<file path="config.mk">
export PLATFORM = sky130hd
export DESIGN_NAME = serial_adder_ctrl
export DESIGN_NICKNAME = d
export VERILOG_FILES = /design/src/rtl/calc_pkg.sv /design/src/rtl/FullAdder.sv /design/src/rtl/serial_adder_ctrl.sv
export SDC_FILE = /design/constraint.sdc
export NUM_CORES = 1
export LEC_CHECK = 0
export CAP_MARGIN = 10
export CORE_ASPECT_RATIO = 0.75
export CORE_UTILIZATION = 31
export DETAILED_ROUTE_END_ITERATION = 6
export PLACE_DENSITY = 0.55
export SYNTH_ARGS = -nofsm -noshare
export SYNTH_HDL_FRONTEND = slang
export SYNTH_HIERARCHICAL = 1
export SYNTH_SLANG_ARGS = --single-unit
</file>
<file path="constraint.sdc">
create_clock -name i_clk -period 2.8 [get_ports i_clk]
set_input_delay 0.42 -clock i_clk [delete_from_list [all_inputs] [get_ports i_clk]]
set_output_delay 0.42 -clock i_clk [all_outputs]
set_load 0.01 [all_outputs]
</file>
<file path="src/rtl/calc_pkg.sv">
// Shared calculator definitions: operation codes and the serial adder controller states.
package calc_pkg;

  localparam logic OP_ADD = 1'b0;
  localparam logic OP_SUB = 1'b1;

  typedef enum logic [1:0] {
    ST_IDLE = 2'd0,
    ST_RUN  = 2'd1,
    ST_DONE = 2'd2
  } state_t;

endpackage

</file>
<file path="src/rtl/FullAdder.sv">
// One-bit full adder cell shared by the bit-serial datapath.
module FullAdder (
  input  logic i_A,
  input  logic i_B,
  input  logic i_C,
  output logic o_sum,
  output logic o_carry
);

  assign o_sum   = i_A ^ i_B ^ i_C;
  assign o_carry = (i_A & i_B) | (i_C & (i_A ^ i_B));

endmodule

</file>
<file path="src/rtl/serial_adder_ctrl.sv">
// Bit-serial add/subtract controller: one FullAdder reused LSB-first over W cycles,
// with busy/done handshake and registered result, carry and signed-overflow flags.
module serial_adder_ctrl
  import calc_pkg::*;
#(
  parameter  int unsigned W     = 8,
  localparam int unsigned CNT_W = $clog2(W)
) (
  input  logic         i_clk,
  input  logic         i_reset,
  input  logic         i_start,
  input  logic         i_op,
  input  logic [W-1:0] i_a,
  input  logic [W-1:0] i_b,
  output logic         o_busy,
  output logic         o_done,
  output logic [W-1:0] o_result,
  output logic         o_carry,
  output logic         o_overflow
);

  state_t state, state_nxt;

  logic [W-1:0]     a_sr, b_sr;
  logic [W-2:0]     res_sr;
  logic [W-1:0]     res_next;
  logic [CNT_W-1:0] cnt;
  logic             carry_ff;
  logic             fa_sum, fa_carry;
  logic             load, step, last;

  FullAdder u_fa (
    .i_A     (a_sr[0]),
    .i_B     (b_sr[0]),
    .i_C     (carry_ff),
    .o_sum   (fa_sum),
    .o_carry (fa_carry)
  );

  assign last = (cnt == CNT_W'(W - 1));
  // Only the upper W-1 partial-sum bits are stored; the final bit joins them on the last step.
  assign res_next = {fa_sum, res_sr};

  always_ff @(posedge i_clk) begin
    if (i_reset) state <= ST_IDLE;
    else         state <= state_nxt;
  end

  always_comb begin
    state_nxt = state;
    load      = 1'b0;
    step      = 1'b0;
    o_busy    = 1'b0;
    o_done    = 1'b0;
    case (state)
      ST_IDLE: begin
        if (i_start) begin
          load      = 1'b1;
          state_nxt = ST_RUN;
        end
      end
      ST_RUN: begin
        o_busy = 1'b1;
        step   = 1'b1;
        if (last) state_nxt = ST_DONE;
      end
      ST_DONE: begin
        o_done = 1'b1;
        if (i_start) begin
          load      = 1'b1;
          state_nxt = ST_RUN;
        end else begin
          state_nxt = ST_IDLE;
        end
      end
      default: state_nxt = ST_IDLE;
    endcase
  end

  always_ff @(posedge i_clk) begin
    if (i_reset) begin
      a_sr       <= '0;
      b_sr       <= '0;
      res_sr     <= '0;
      cnt        <= '0;
      carry_ff   <= 1'b0;
      o_result   <= '0;
      o_carry    <= 1'b0;
      o_overflow <= 1'b0;
    end else if (load) begin
      a_sr     <= i_a;
      b_sr     <= (i_op == OP_SUB) ? ~i_b : i_b;
      carry_ff <= (i_op == OP_SUB);
      cnt      <= '0;
    end else if (step) begin
      a_sr     <= a_sr >> 1;
      b_sr     <= b_sr >> 1;
      res_sr   <= res_next[W-1:1];
      carry_ff <= fa_carry;
      cnt      <= cnt + 1'b1;
      // carry_ff holds the carry into the MSB during the last step
      if (last) begin
        o_result   <= res_next;
        o_carry    <= fa_carry;
        o_overflow <= carry_ff ^ fa_carry;
      end
    end
  end

endmodule

</file>
==> flow_metrics.env <==
export IMPL_synth_compound_area_share_pct=15.9
export IMPL_cts_root_buf="clkbuf_8"
export IMPL_setup_viol=0
export IMPL_cpMaxStageDelayCell="clkdlybuf4s50_1"
export IMPL_cts_tree="yes"
export IMPL_max_freq_mhz=475
export IMPL_first_pass_iters=4
export IMPL_fill_cells=519
export IMPL_tns_ns=0
export IMPL_max_stage_delay_ns=0.57
export IMPL_crit_path_end_kind="primary output"
export IMPL_hold_violations=0
export IMPL_post_synth_num_cell_types=29
export IMPL_seq_power_share_pct=52.0
export IMPL_period_minus_slack_ns=2.11
export IMPL_arrival_ns=1.69
export IMPL_required_ns=2.38
export IMPL_synth_top_area_share_pct=48.0
export IMPL_dieArea_sq_um=5550
export IMPL_port_buffers=31
export IMPL_clkLatencyLatePin_ns=0.28
export IMPL_cts_clk_slew_worst_paths_ns=0.07
export IMPL_antenna_found_initial=0
export IMPL_avgSynthCellArea_sq_um=8.70
export IMPL_netSwitchingPower_uw=277
export IMPL_cts_made_buffers=5
export IMPL_drc=0
export IMPL_grt_use_total_pct=13.6
export IMPL_fin_skew_ns=0.00395
export IMPL_fp_coreArea_sq_um=4980
export IMPL_p_int_uw=870
export IMPL_grt_pass1_vias=1233
export IMPL_multiInputGateArea_sq_um=737
export IMPL_regArea_sq_um=781
export IMPL_cts_sinks=39
export IMPL_post_drt_wl_per_cell_um=12.0
export IMPL_path_max_fanout=26
export IMPL_cp_start_kind="flip-flop"
export IMPL_syn_nets=210
export IMPL_drive_gt1_share_pct=5.61
export IMPL_h_tree_depth=2
export IMPL_worst_slew_pin_slew_ns=0.827
export IMPL_grt_ovfl_total=0
export IMPL_netlist_top_cells_area="dfxtp_1 (48%), nand2_1 (9.7%), a21oi_1 (8.0%), xor2_1 (4.3%), a22oi_1 (3.7%)"
export IMPL_ys_seq_area_share_pct=48.0
export IMPL_hold_path_class="reg2reg"
export IMPL_power_density_nw_per_um2=560
export IMPL_fin_crit_sh_pct=75.2
export IMPL_grt_pass1_wl_um=5830
export IMPL_initialDrtViolationCount=55
export IMPL_vias=1310
export IMPL_ir_worst_vdd_mv=0.136
export IMPL_synthMuxAreaShare_pct=1.23
export IMPL_outcome="completed"
export IMPL_pre_cts_ws_ns=0.906
export IMPL_grt_max_degree=40
export IMPL_area_delta_synth_final_pct=25.9
export IMPL_dp_hpwl_um=2140
export IMPL_power_uw=1150
export IMPL_vias_per_cell=4.58
export IMPL_yosysTopAreaCell="dfxtp_1"
export IMPL_leakagePower_uw=0.000710
export IMPL_synth_fa_ha_area_share_pct=2.77
export IMPL_rsz0062_at_grt="false"
export IMPL_fin_nets=236
export IMPL_whs_path_depth=2
export IMPL_relSlewSlack_pct=44.8
export IMPL_rows=22
export IMPL_gp_congestion=0.657
export IMPL_synth_simple_area_share_pct=20.0
export IMPL_timing_final_ws_setup_ns=0.695
export IMPL_crit_type="reg2out"
export IMPL_ff2ff_path_depth=3
export IMPL_postCtsSetupRepairBufs=0
export IMPL_diodes=0
export IMPL_combPwrFrac_pct=12.3
export IMPL_path_cells="nand2b_1 -> inv_6 -> clkdlybuf4s50_1"
export IMPL_yosys_register_bits=39
export IMPL_cts_resized=0
export IMPL_synth_cell_area_sq_um=1630
export IMPL_ios=32
export IMPL_finalMaxSlewViolations=0
export IMPL_cts_hold_buf=0
export IMPL_synth_xor_xnor_area_share_pct=5.38
export IMPL_synth_top_family_by_area="simple AND/OR/NAND/NOR gates"
export IMPL_ant_nets=0
export IMPL_maxCapViolations=0
export IMPL_clk_path_buf_depth=2
export IMPL_initial_utilization_pct=32.7
export IMPL_dieHeight_um=64.8
export IMPL_finalWirelength_um=3430
export IMPL_synthCells=187
export IMPL_sw_frac_of_total_pct=24.2
export IMPL_synth_warnings=6
export IMPL_p_clk_share_pct=35.8
export IMPL_die_w_um=85.7
## worst max-delay path: cells and delay by family, from the launching register on
family | cells | cell delay (ns)
buffers and inverters | 2 | 0.78
flip-flops | 1 | 0.44
AND/OR/NAND/NOR | 1 | 0.16
## power groups by stage
stage	registers (uW)	clock network, uW	logic [uW]
2_1_floorplan	605	0	104
3_3_place_gp	609	0	140
3_5_place_dp	609	0	142
4_1_cts	596	423	143
5_1_grt	600	447	156
6_report	596	410	141
## metal layers
metal | up-vias | routed length, um | global-route usage (%)
met5 | - | 0 | 0
met4 | 0 | 57 | 5.63
met3 | 8 | 162 | 4.33
met2 | 26 | 1400 | 19.1
met1 | 584 | 1810 | 19.0
li1 | 692 | - | -
## layout make-up
class / instances / share of cell area, %
multi-input combinational: 132 / 36.0
sequential: 39 / 38.1
clock buffer: 8 / 4.88
timing repair buffer: 34 / 16.2
inverter: 1 / 0.427
tap: 72 / 4.40
## state kept, by name (all words and copies together) (netlist names)
register    cells
o_result        8
o_carry         1
o_overflow      1
b_sr            8
res_sr          7
carry_ff        1
a_sr            8
cnt             3
state           2
## stage by stage
| step | instances | utilization (%) | hold slack (ns) | cell area, sq um |
|---|---|---|---|---|
| 2_1_floorplan | 187 | - | 0.432 | 1630 |
| 3_3_place_gp | 278 | 39.1 | 0.444 | 1950 |
| 3_5_place_dp | 278 | 39.1 | 0.445 | 1950 |
| 4_1_cts | 286 | 41.1 | 0.456 | 2050 |
| 5_1_grt | 286 | 41.1 | 0.475 | 2050 |
| 6_report | 286 | 41.1 | 0.454 | 2050 |
## worst paths after layout
kind	endpoint	start	slack (ns)
setup / recovery	o_busy	state[0]	0.69
setup reg to reg	a_sr[1]	state[0]	1.21
hold reg to reg	o_result[6]	o_result[6]	0.45
hold / removal	o_result[6]	o_result[6]	0.45
## Yosys cell counts
cell type  number
buf_8           1
xor2_1          8
nor2_1          7
a22oi_1         8
clkbuf_2        2
ha_1            2
buf_1           1
fa_1            1
nand3_1        10
and3b_1         1
a211oi_1        1
nor3_2          1
dfxtp_1        39
nand2b_1        2
buf_6           2
o22ai_1         3
a21oi_1        26
o21a_1          1
nand2_1        42
xnor2_1         2
buf_2           4
nand3b_1        1
a311oi_1        4
inv_6           1
buf_4           3
nor3_1          8
nor2b_1         2
clkbuf_1        2
mux2i_1         2
## logic make-up (layout without fill, tap and decap cells)
kind of cell | Yosys count | count (layout)
and+or+nand+nor | 74 | 74
AOI/OAI and AO/OA | 43 | 43
DFF | 39 | 39
buffers and inverters | 16 | 43
xor gates and xnor gates | 10 | 10
adders and majority gates | 3 | 3
muxes | 2 | 2
## placed cells by master (no fill, tap or decap), drive strengths merged, types with 3 or more instances in the layout
cell and n:
nand2 42, dfxtp 39, clkdlybuf4s50 31, a21oi 26, nand3 10, nor3 9, xor2 8, a22oi 8
clkbuf 8, nor2 7, a311oi 4, o22ai 3, buf 3
(Power assumes the default switching activity.)
